===== src/rtl/i2c_bit_ctrl.sv =====
// -----------------------------------------------------------------------------
// i2c_bit_ctrl
//   Bit-level I2C symbol engine. Executes one bus symbol per accepted command
//   (START, STOP, WRITE-bit, READ-bit). Every symbol is four quarter-phases
//   long, and the prescaler's divided clock supplies the time base. Sits
//   between the clock prescaler and the byte-level I2C master FSM.
//
// Parameters
//   TICKS_PER_QTR  prescaler rising edges per quarter-phase (>= 1)
//
// Ports
//   clk        system clock, all logic on posedge
//   rst        synchronous active-high reset
//   presc_in   divided clock from the prescaler
//   presc_en   prescaler enable, high while a command executes
//   cmd_valid  command request
//   cmd        00=START 01=STOP 10=WRITE 11=READ
//   cmd_din    bit to write (WRITE only)
//   cmd_ready  high when idle and able to accept a command
//   done       one-cycle pulse at command completion
//   dout       sampled SDA from the last READ
//   arb_lost   valid with done: a WRITE of 1 saw SDA low
//   scl        SCL level
//   sda_oe     1 = pull SDA low, 0 = release
//   sda_in     SDA pin level
// -----------------------------------------------------------------------------
module i2c_bit_ctrl #(
   parameter int TICKS_PER_QTR = 1
) (
   input  logic       clk,
   input  logic       rst,
   input  logic       presc_in,
   output logic       presc_en,
   input  logic       cmd_valid,
   input  logic [1:0] cmd,
   input  logic       cmd_din,
   output logic       cmd_ready,
   output logic       done,
   output logic       dout,
   output logic       arb_lost,
   output logic       scl,
   output logic       sda_oe,
   input  logic       sda_in
);

   localparam int QW = (TICKS_PER_QTR > 1) ? $clog2(TICKS_PER_QTR) : 1;
   localparam logic [QW-1:0] QTR_LAST = QW'(TICKS_PER_QTR - 1);

   localparam logic [1:0] CMD_START = 2'b00;
   localparam logic [1:0] CMD_STOP  = 2'b01;
   localparam logic [1:0] CMD_WRITE = 2'b10;
   localparam logic [1:0] CMD_READ  = 2'b11;

   typedef enum logic [2:0] {
      S_IDLE,
      S_START,
      S_STOP,
      S_WRITE,
      S_READ
   } state_t;

   state_t        state, state_nxt;
   logic [1:0]    phase, phase_nxt;
   logic [QW-1:0] qtr_cnt, qtr_nxt;

   logic          presc_q;
   logic [1:0]    cmd_q;
   logic          din_q;
   logic          arb_lost_int;

   logic          tick;
   logic          phase_end;
   logic          accept;
   logic          finish;
   logic          sample;
   logic          drv_scl;
   logic          drv_oe;

   // Next-state, counters and per-phase bus drive
   always_comb begin
      state_nxt = state;
      phase_nxt = phase;
      qtr_nxt   = qtr_cnt;
      drv_scl   = scl;
      drv_oe    = sda_oe;

      tick      = presc_in & ~presc_q;
      // presc_in is meaningless while idle, so ticks only count in a command.
      phase_end = (state != S_IDLE) && tick && (qtr_cnt == QTR_LAST);
      accept    = cmd_valid && cmd_ready;
      finish    = phase_end && (phase == 2'd3);
      sample    = phase_end && (phase == 2'd2);

      case (state)
         S_IDLE: begin
            if (accept) begin
               phase_nxt = 2'd0;
               qtr_nxt   = '0;
               case (cmd)
                  CMD_START: state_nxt = S_START;
                  CMD_STOP:  state_nxt = S_STOP;
                  CMD_WRITE: state_nxt = S_WRITE;
                  default:   state_nxt = S_READ;
               endcase
            end
         end
         default: begin
            if (tick) begin
               if (phase_end) begin
                  qtr_nxt = '0;
                  if (phase == 2'd3) begin
                     state_nxt = S_IDLE;
                     phase_nxt = 2'd0;
                  end else begin
                     phase_nxt = phase + 2'd1;
                  end
               end else begin
                  qtr_nxt = qtr_cnt + QW'(1);
               end
            end
         end
      endcase

      case (state)
         S_START: begin
            drv_scl = (phase != 2'd3);
            drv_oe  = (phase != 2'd0);
         end
         S_STOP: begin
            drv_scl = (phase != 2'd0);
            drv_oe  = (phase != 2'd3);
         end
         S_WRITE: begin
            drv_scl = (phase == 2'd1) || (phase == 2'd2);
            drv_oe  = ~din_q;
         end
         S_READ: begin
            drv_scl = (phase == 2'd1) || (phase == 2'd2);
            drv_oe  = 1'b0;
         end
         default: begin
            // Idle: SCL keeps its level; SDA stays pulled low only after a
            // START so the bus remains in the started condition.
            drv_scl = scl;
            drv_oe  = sda_oe & (cmd_q == CMD_START);
         end
      endcase
   end

   // Registered state and outputs
   always_ff @(posedge clk) begin
      if (rst) begin
         state        <= S_IDLE;
         phase        <= 2'd0;
         qtr_cnt      <= '0;
         presc_q      <= 1'b0;
         cmd_q        <= CMD_STOP;
         arb_lost_int <= 1'b0;
         scl          <= 1'b1;
         sda_oe       <= 1'b0;
         presc_en     <= 1'b0;
         cmd_ready    <= 1'b1;
         done         <= 1'b0;
         dout         <= 1'b0;
         arb_lost     <= 1'b0;
      end else begin
         state    <= state_nxt;
         phase    <= phase_nxt;
         qtr_cnt  <= qtr_nxt;
         // Cleared on accept so a prescaler edge left over from idle time
         // cannot be mistaken for the first tick.
         presc_q  <= accept ? 1'b0 : presc_in;
         scl      <= drv_scl;
         sda_oe   <= drv_oe;
         done     <= finish;
         arb_lost <= finish & arb_lost_int;

         if (accept) begin
            cmd_q        <= cmd;
            din_q        <= cmd_din;
            arb_lost_int <= 1'b0;
            cmd_ready    <= 1'b0;
            presc_en     <= 1'b1;
         end else if (finish) begin
            cmd_ready    <= 1'b1;
            presc_en     <= 1'b0;
         end

         // SDA is sampled at the end of the SCL-high window (phase 2).
         if (sample && (state == S_READ)) begin
            dout <= sda_in;
         end
         if (sample && (state == S_WRITE) && din_q) begin
            arb_lost_int <= ~sda_in;
         end
      end
   end

endmodule


===== config.mk =====
export PLATFORM = sky130hd
export DESIGN_NAME = i2c_bit_ctrl
export DESIGN_NICKNAME = d
export VERILOG_FILES = /design/src/rtl/i2c_bit_ctrl.sv
export SDC_FILE = /design/constraint.sdc
export NUM_CORES = 1
export LEC_CHECK = 0
export CAP_MARGIN = 10
export CORE_ASPECT_RATIO = 1.5
export CORE_MARGIN = 1
export CORE_UTILIZATION = 30
export CTS_CLUSTER_DIAMETER = 100
export DETAILED_ROUTE_END_ITERATION = 6
export SYNTH_ARGS = -nofsm -noshare
export SYNTH_HDL_FRONTEND = slang
export SYNTH_SLANG_ARGS = --single-unit

===== constraint.sdc =====
create_clock -name clk -period 1.76 [get_ports clk]
set_input_delay 0.352 -clock clk [delete_from_list [all_inputs] [get_ports clk]]
set_output_delay 0.352 -clock clk [all_outputs]
set_load 0.02 [all_outputs]

==> reports/results.md <==
Status
- **run status** finished clean

Logic synthesis
- **most used standard cells in the synthesized netlist** sky130_fd_sc_hd__dfxtp_1 (17), sky130_fd_sc_hd__inv_1 (10), sky130_fd_sc_hd__ha_1 (6), sky130_fd_sc_hd__nand2_1 (5), sky130_fd_sc_hd__nor2_1 (5)
- **syn nets** 105
- **dominant cell by count in the synthesized netlist** sky130_fd_sc_hd__dfxtp_1
- **Yosys warning count** 0
- **Yosys top cell area share** 0.378
- **post-synthesis instance area** 901 sq um
- **biggest area contributors in the synthesized netlist** sky130_fd_sc_hd__dfxtp_1 (38%), sky130_fd_sc_hd__ha_1 (8.3%), sky130_fd_sc_hd__inv_1 (4.2%)
- **fraction of the yosys area taken by sequential cells** 0.411
- **Netlist cell types** 35
- **cell count after synthesis** 91
- **post-synth top area cell** sky130_fd_sc_hd__dfxtp_1
- **ys flop type** sky130_fd_sc_hd__dfxtp_1
- **mean cell area of the mapped netlist** 9.90 sq um
- **count of flip-flops with a built-in enable after synthesis** 1
- **ys async rst share** 0
- **synthesis-stage register bit count** 18

Setup path
- **category of the worst setup path capture point** output pin
- **family of cells with the greatest summed delay on the critical path** buffers and inverters
- **required time at the worst-slack endpoint** 1.41 ns
- **kind of start point of the critical path** flop
- **type of the setup path with the least slack** reg2out
- **Max stage delay on crit path** 0.62 ns
- **slowest cell on the critical path** sky130_fd_sc_hd__clkdlybuf4s50_1
- **Worst Path Buf+Inv** 1
- **cells traversed along the worst timing path** clkdlybuf4s50_1
- **largest fanout on the critical path** 4
- **CP arrival** 1.23 ns

Routing
- **Iteration-0 DRC Markers** 10
- **met2 wire len** 963 um
- **total iterations of the first detailed-routing run** 4
- **total detailed-routing wirelength** 1870 um
- **uppermost signal routing layer after detailed routing** met4
- **number of routed nets with antenna violations** 0
- **routed via count divided by cell count** 5.01
- **routed wire length on met3** 53 um
- **average routed wire per standard cell** 12.6 um
- **Met1 Wirelength** 796 um
- **Remaining DRCs** 0
- **total via count in the routed design** 746

Clocking
- **CTS root buffer** sky130_fd_sc_hd__clkbuf_8
- **Setup Fix Bufs, Post-CTS** 0
- **CTS tree** built
- **clock-pin slew on the worst setup and hold paths** 0.07 ns
- **Max Root-Sink Buffers** 2
- **number of resized instances in the post-cts repair step** 0
- **Max H-tree Level** 1
- **number of clock sinks** 18
- **number of buffers inserted for hold repair after clock tree synthesis** 0
- **CTS Buf Count** 3
- **clock latency on the worst-skew pair** 0.26 ns

Power and ir drop
- **total power density per cell area** 857 nW/um^2
- **total leakage power** 0.472 nW
- **Max IR drop VDD** 0.502 mV

Global routing
- **initial antenna violation count** 0
- **vias in the first global route** 738
- **maximum number of pins on one net before global-route repair** 11
- **total gr overflow** 0
- **GR Util All Layers** 0.135
- **global-route wire length before repair** 3190 um

Floorplan
- **area inside the core boundary** 2880 sq um
- **num ports** 15
- **starting density of the core** 0.312
- **die height** 69.1 um
- **standard-cell row count** 24
- **Horiz. Die Dim** 46.7 um
- **area of the die** 3230 sq um

Timing
- **final count of pins violating max slew** 0
- **RSZ-0062 raised after global routing** no
- **count of final hold-check violations** 0
- **Final Critical Period** 1.59 ns
- **Setup Skew** 0.00499 ns
- **relative slew slack** 0.745
- **total negative setup slack** 0 ns
- **hold slack final** 0.458 ns
- **slew at the pin closest to its max-slew limit** 0.380 ns
- **share of the cycle needed by the critical path after routing** 0.901
- **Finish-stage setup viols** 0
- **highest clock rate** 0.631 GHz

Finish
- **largest register by flop count** state
- **post-route non-filler standard cell count** 149
- **max reg flops** 3
- **sequential cell area** 370 sq um
- **largest registers** state x3, cmd_q x2, phase x2
- **Total Nets Final** 125
- **number of fillers in the final layout** 309
- **Multi-input gate area** 459 sq um
- **final design area excluding fillers** 1150 sq um
- **relative area change from synthesis to final layout** 27.5%
- **Ant. Diodes** 0
- **share of post-route cells with drive strength above 1** 0.164

Run
- **number of max-capacitance violations reported** 0

Placement
- **sum of net half-perimeters after detailed placement** 1450 um
- **Placed Cells** 145
- **post-placement cell area** 1090 sq um
- **input/output buffers** 14
- **RePlAce Congestion** 0.858

Hold path
- **type of the worst min-delay path** reg2reg

[stage by stage]
| stage | power [mW] | utilization | worst slack [ns] |
|---|---|---|---|
| 4_1_cts | 0.987 | 0.398 | 0.166 |
| 5_1_grt | 1.03 | 0.398 | 0.119 |
| 2_1_floorplan | 0.588 | - | 0.303 |
| 3_5_place_dp | 0.649 | 0.379 | 0.0244 |
| 6_report | 0.984 | 0.398 | 0.175 |
| 3_3_place_gp | 0.644 | 0.379 | 0.0672 |
[metal layers]
layer,vias up,track usage
li1,369,-
met1,356,0.155
met2,15,0.215
met3,6,0.0288
met4,0,0.0825
met5,-,0
[final timing paths]
path	startpoint	to	slack, ns	cells past startpoint
setup / recovery	cmd_ready$_SDFFE_PP1P_	cmd_ready	0.17	1
hold / removal	cmd_q[1]$_SDFFE_PP0P_	cmd_q[1]$_SDFFE_PP0P_	0.46	2
setup reg to reg	state[2]$_SDFFE_PP0P_	state[0]$_SDFFE_PP0P_	0.19	3
hold reg to reg	cmd_q[1]$_SDFFE_PP0P_	cmd_q[1]$_SDFFE_PP0P_	0.46	2
[cells by family (layout without fill, tap and decap cells)]
family	Yosys count	count (layout)	share of synthesized area
adder cells (fa/ha/maj)	6	6	0.0833
buffers and inverters	14	33	0.0792
AND/OR/NAND/NOR	29	29	0.183
multiplexers	4	4	0.0681
AO/OA/AOI/OAI	20	20	0.175
flip-flops	18	18	0.411
[layout make-up]
class | instances | area share
inverter | 10 | 0.0327
timing repair buffer | 19 | 0.155
clock buffer | 4 | 0.0479
multi-input combinational | 59 | 0.400
tap | 39 | 0.0425
sequential | 18 | 0.322
[report_power, final]
| part | internal, mW | switching (mW) | total, mW |
|---|---|---|---|
| registers | 0.435 | 0.0154 | 0.450 |
| clock network | 0.199 | 0.146 | 0.345 |
| logic | 0.0906 | 0.0986 | 0.189 |
[worst min-delay path, delay by kind of cell (launching register included)]
kind | cells | cell delay [ns]
AOI/OAI and AO/OA | 1 | 0.05
DFF | 1 | 0.31
and+or+nand+nor | 1 | 0.05
[cells in the final DEF, fill, tap and decap left out, types with 3 or more instances in the layout]
| master | netlist | final |
|---|---|---|
| sky130_fd_sc_hd__nand3_1 | 4 | 4 |
| sky130_fd_sc_hd__dfxtp_1 | 17 | 17 |
| sky130_fd_sc_hd__clkdlybuf4s50_1 | 0 | 14 |
| sky130_fd_sc_hd__buf_4 | 1 | 5 |
| sky130_fd_sc_hd__a31oi_1 | 3 | 3 |
| sky130_fd_sc_hd__inv_1 | 10 | 10 |
| sky130_fd_sc_hd__o21ai_0 | 3 | 3 |
| sky130_fd_sc_hd__clkbuf_8 | 0 | 4 |
| sky130_fd_sc_hd__nand2_1 | 5 | 5 |
| sky130_fd_sc_hd__ha_1 | 6 | 6 |
| sky130_fd_sc_hd__nor2_1 | 5 | 5 |
| sky130_fd_sc_hd__a21oi_1 | 3 | 3 |
Note: power is estimated with default switching activity, not from simulation.
